**src/rtl/tag_status_ctrl.sv**
```systemverilog
// tag_status_ctrl: output-side sequencer of the mode controller.
// After the core produces the tag, either streams it onto the output bus
// (encrypt) or consumes the received tag from the input bus and compares it
// in constant time (decrypt); every transaction ends with one status beat.
// Optional feature macro: STATUS_DO_LAST_EN adds a do_last output that marks
// the status beat.

// status_encoder: maps the verification result onto the 32-bit status header.
module status_encoder (
  input  logic        status_sel,
  output logic [31:0] status_word
);

  // 1110 header on success, 1111 on failure, payload bits always zero
  assign status_word = {3'b111, status_sel, 28'b0};

endmodule

module tag_status_ctrl #(
  parameter int TAG_WORDS = 4
) (
  input  logic                   clk,
  input  logic                   nrst,
  input  logic                   start,
  input  logic                   decrypt,
  input  logic [32*TAG_WORDS-1:0] tag_in,
  input  logic                   tag_valid,
  input  logic [31:0]            bdi_data,
  input  logic                   bdi_valid,
  output logic                   bdi_ready,
  output logic [31:0]            do_data,
  output logic                   do_valid,
  input  logic                   do_ready,
  output logic                   status_sel,
  output logic                   busy,
  output logic                   done
`ifdef STATUS_DO_LAST_EN
  ,
  output logic                   do_last
`endif
);

  // A single-word tag still needs a one-bit counter to keep widths legal.
  localparam int CNT_W = (TAG_WORDS > 1) ? $clog2(TAG_WORDS) : 1;
  localparam logic [CNT_W-1:0] LAST_CNT = CNT_W'(TAG_WORDS - 1);

  typedef enum logic [2:0] {
    IDLE     = 3'd0,
    WAIT_TAG = 3'd1,
    ENC_OUT  = 3'd2,
    DEC_IN   = 3'd3,
    STATUS   = 3'd4
  } state_t;

  state_t                   state, state_nxt;
  logic [CNT_W-1:0]         cnt, cnt_nxt;
  logic                     fail, fail_nxt;
  logic                     mode, mode_nxt;
  logic                     sel_nxt;
  logic                     done_nxt;
  logic [32*TAG_WORDS-1:0]  tag_reg, tag_nxt;
  logic [31:0]              cur_word;
  logic                     word_miss;
  logic                     last_word;
  logic [31:0]              status_word;

  status_encoder u_status_encoder (
    .status_sel  (status_sel),
    .status_word (status_word)
  );

  // Select tag word cnt; word 0 sits in the most significant 32 bits.
  always_comb begin
    cur_word = '0;
    for (int i = 0; i < TAG_WORDS; i++) begin
      if (cnt == CNT_W'(i)) begin
        cur_word = tag_reg[32*(TAG_WORDS-1-i) +: 32];
      end
    end
  end

  // Compare is evaluated every cycle so timing never depends on tag contents.
  assign word_miss = (bdi_data != cur_word);
  assign last_word = (cnt == LAST_CNT);

  // Next-state and register-update decode for the transaction sequencer.
  always_comb begin
    state_nxt = state;
    cnt_nxt   = cnt;
    fail_nxt  = fail;
    mode_nxt  = mode;
    sel_nxt   = status_sel;
    done_nxt  = 1'b0;
    tag_nxt   = tag_reg;

    case (state)
      IDLE: begin
        if (start) begin
          mode_nxt  = decrypt;
          cnt_nxt   = '0;
          fail_nxt  = 1'b0;
          sel_nxt   = 1'b0;
          state_nxt = WAIT_TAG;
        end
      end

      WAIT_TAG: begin
        if (tag_valid) begin
          tag_nxt   = tag_in;
          state_nxt = mode ? DEC_IN : ENC_OUT;
        end
      end

      ENC_OUT: begin
        if (do_ready) begin
          if (last_word) begin
            cnt_nxt   = '0;
            state_nxt = STATUS;
          end else begin
            cnt_nxt = cnt + 1'b1;
          end
        end
      end

      DEC_IN: begin
        if (bdi_valid) begin
          // Mismatches only accumulate; all words are consumed regardless.
          fail_nxt = fail | word_miss;
          if (last_word) begin
            cnt_nxt   = '0;
            sel_nxt   = fail | word_miss;
            state_nxt = STATUS;
          end else begin
            cnt_nxt = cnt + 1'b1;
          end
        end
      end

      STATUS: begin
        if (do_ready) begin
          // Wipe the tag as soon as the transaction closes.
          tag_nxt   = '0;
          done_nxt  = 1'b1;
          state_nxt = IDLE;
        end
      end

      default: begin
        state_nxt = IDLE;
      end
    endcase
  end

  // State and datapath registers; reset aborts any transaction in flight.
  always_ff @(posedge clk or negedge nrst) begin
    if (!nrst) begin
      state      <= IDLE;
      cnt        <= '0;
      fail       <= 1'b0;
      mode       <= 1'b0;
      status_sel <= 1'b0;
      done       <= 1'b0;
      tag_reg    <= '0;
    end else begin
      state      <= state_nxt;
      cnt        <= cnt_nxt;
      fail       <= fail_nxt;
      mode       <= mode_nxt;
      status_sel <= sel_nxt;
      done       <= done_nxt;
      tag_reg    <= tag_nxt;
    end
  end

  // Handshake outputs decode registered state only, never do_ready/bdi_valid.
  always_comb begin
    busy      = (state != IDLE);
    bdi_ready = (state == DEC_IN);
    do_valid  = (state == ENC_OUT) || (state == STATUS);
    do_data   = '0;
    if (state == ENC_OUT) begin
      do_data = cur_word;
    end else if (state == STATUS) begin
      do_data = status_word;
    end
  end

`ifdef STATUS_DO_LAST_EN
  // The status beat is always the final beat of a transaction.
  always_comb begin
    do_last = (state == STATUS);
  end
`endif

endmodule

```
**config.mk**
```make
export PLATFORM = sky130hd
export DESIGN_NAME = tag_status_ctrl
export DESIGN_NICKNAME = d
export VERILOG_FILES = /design/src/rtl/tag_status_ctrl.sv
export SDC_FILE = /design/constraint.sdc
export NUM_CORES = 1
export LEC_CHECK = 0
export CAP_MARGIN = 20
export CORE_MARGIN = 5
export CORE_UTILIZATION = 50
export CTS_BUF_LIST = sky130_fd_sc_hd__clkbuf_4
export DETAILED_ROUTE_END_ITERATION = 8
export GPL_ROUTABILITY_DRIVEN = 0
export HOLD_SLACK_MARGIN = 0.1
export PLACE_DENSITY = 0.83
export SYNTH_ARGS = -nofsm -noshare
export SYNTH_HDL_FRONTEND = slang
export SYNTH_HIERARCHICAL = 1
export SYNTH_SLANG_ARGS = --single-unit
```
**constraint.sdc**
```tcl
create_clock -name clk -period 3.2 [get_ports clk]
set_input_delay 0.48 -clock clk [delete_from_list [all_inputs] [get_ports clk]]
set_output_delay 0.48 -clock clk [all_outputs]
set_load 0.01 [all_outputs]
```
==> reports/results.tsv <==
metric	value	unit
drive_above_1_share	11.00	%
hold_class	in -> reg	
synth_area	0.007241	mm2
ys_ff_latch	137	
p_comb_share	51.5	%
clkPwrFrac	15.0	%
synth_ff_type	dfrtp_1	
synthTopCellsByArea	dfrtp_1 (47%), nand2_1 (14%), o21ai_0 (10%), a22o_1 (3.9%), buf_4 (3.3%)	
fin_util	70.85	%
outcome	complete, but fails checks	
synth_edf_count	0	
path_clk_slew	0.13	ns
synthCells	869	
relSlewSlack	53.44	%
cts_buffer_depth	2	
htree_levels	4	
core	0.01437	mm2
antenna_found_initial	3	
critical_path.startpoint_type	flip-flop	
violations	setup timing	
max_freq	304.3	MHz
grt_max_degree	106	
chipWidth	130.3	um
crit_path_end_kind	primary output	
mostFrequentLayoutCells	nand2_1 (265), clkdlybuf4s50_1 (173), o21ai_0 (148)	
avgSynthCellArea	8.332	um2
grt_overflow	0	
synth.yosys.seq_area_share	47.35	%
hold_depth	3	
dr.pass1.iters	5	
nNetsFinal	1222	
p_per_area	930.2	mW/mm2
ff2ff_path_depth	11	
fin_crit	3.286	ns
synth_top_cell_area_share	47.35	%
ir_drop	0.4711	mV
ios	204	
ys_types	40	
cts.root.buffer_cell	clkbuf_4	
cts_buffers	17	
place_ws	0.2054	ns
rows	44	
period_share	102.7	%
critPathSlowestCell	clkdlybuf4s50_1	
cp_slowest_stage_delay	0.56	ns
seqPwrFrac	33.5	%
synth_largest_area_cell	dfrtp_1	
largest_reg_flops	128	
port_buffers	203	
die_area	0.01699	mm2
drv_slew	0	
hold_slack	0.4481	ns
setup_viol_count_final	4	
die_y	130.3	um
wl_per_cell	18.92	um
insertion_delay	0.56	ns
p_leak	4.893	nW
skew	0.01519	ns
switching_power	3.961	mW
grt_pass1_vias	6824	
required	2.72	ns
cp.arrival	2.81	ns
cp_max_fo	22	
tightest_slew	0.6984	ns
drt-total-wl	23.67	mm
p_int	5.508	mW
ys.warnings.count	6	
grt_usage	27.94	%
swShare	41.84	%
path_cells	inv_1 -> ha_1 -> buf_6 -> a221oi_1 -> nor2_2 -> a22o_1 -> clkdlybuf4s50_1	
start_util	50.39	%
crit_type	reg -> out	
max_cap_viol_count	0	
syn2layout_area_growth	40.59	%
fin_ws	-0.08640	ns
hpwlAfterDp	17.05	mm
drtIter0Drc	634	
synthArstFlopShare	100.0	%
cts_tree	yes	
final_common_cell	nand2_1	
vias	6989	
drc	0	
hold_violations	0	
rsz0062_at_grt	true	
clock_sinks	137	
grt_pass1_wl	35.54	mm
vias_per_cell	5.587	
final_antenna_net_count	0	
## cell families after synthesis
kind of cell    count (synthesis)  synth area share [%]
xor+xnor                       18                 2.177
mux                             1                0.1555
compound gates                253                 22.27
fa+ha+maj                       4                0.6912
simple gates                  350                 19.89
other cells                     2                0.1037
buf+inv                       104                 7.361
flops                         137                 47.35
## per-layer routing
metal,global-route usage (%),wire (um),up-vias
li1,-,-,3318
met1,32.90,8852,3280
met2,46.74,11740,327
met3,8.350,2086,64
met4,13.61,983,0
met5,0,0,-
## worst max-delay path: cells and delay by family, from the launching register on
family          cells  cell delay (ns)
compound gates      2             0.39
fa+ha+maj           1             0.25
buf+inv             3             1.01
flops               1             0.42
simple gates        1             0.17
## stage by stage
stage | cell area [um2] | instances | power, mW | setup TNS [ns]
final | 10180 | 1251 | 9.469 | -0.2028
after global routing | 10180 | 1251 | 10.07 | -1.481
after CTS | 9973 | 1247 | 9.084 | -1.007
after detailed placement | 9350 | 1208 | 7.329 | 0
after global placement | 9350 | 1208 | 7.198 | 0
after floorplan | 7350 | 898 | 5.521 | 0
## worst paths after layout
check	startpoint	endpoint	slack [ns]
min in group asynchronous	nrst	tag_reg[102]$_DFFE_PN0P_	0.47
hold / removal	tag_in[55]	tag_reg[55]$_DFFE_PN0P_	0.45
setup / recovery	cnt[1]$_DFFE_PN0P_	do_data[2]	-0.09
hold reg to reg	tag_reg[26]$_DFFE_PN0P_	tag_reg[26]$_DFFE_PN0P_	0.49
setup reg to reg	cnt[0]$_DFFE_PN0P_	fail$_DFFE_PN0P_	0.27
max in group asynchronous	nrst	tag_reg[24]$_DFFE_PN0P_	1.88
## timing repair
action,CTS,global route
buffers inserted,5,1
hold endpoints to repair,65,0
pin swaps,3,5
endpoints found under the setup margin,32,29
cloned,1,0
resized for setup,53,33
hold buffers,1,0
## power groups by stage
| stage | sequential, mW | clock (mW) | combinational, mW |
|---|---|---|---|
| after global routing | 3.24 | 1.52 | 5.32 |
| final | 3.17 | 1.42 | 4.87 |
| after CTS | 3.09 | 1.45 | 4.54 |
| after detailed placement | 3.06 | 0 | 4.26 |
| after floorplan | 2.84 | 0 | 2.68 |
| after global placement | 3.04 | 0 | 4.16 |
## area by class of cell
class                           instances  area, um2
Antenna cell                            3      7.507
Clock buffer                           18      135.1
Clock inverter                         14      227.7
Fill cell                            1098       4189
Inverter                                4      15.01
Multi-Input combinational cell        657       3775
Sequential cell                       137       3428
Tap cell                              184      230.2
Timing Repair Buffer                  234       2361
## synthesized netlist by cell type (all sizes together) (2+ instances only)
| library cell | number |
|---|---|
| nor2b | 3 |
| o22ai | 31 |
| nor4 | 2 |
| nand2 | 266 |
| nor2 | 36 |
| dfrtp | 137 |
| o21ai | 148 |
| and2 | 4 |
| or3 | 15 |
| buf | 41 |
| a221oi | 31 |
| a21oi | 4 |
| inv | 4 |
| nand2b | 5 |
| conb | 2 |
| or4 | 2 |
| a31oi | 2 |
| ha | 4 |
| a22o | 32 |
| xnor2 | 17 |
| clkbuf | 59 |
| or2 | 2 |
| nand4 | 12 |
Power figures use the tool's default switching activity.
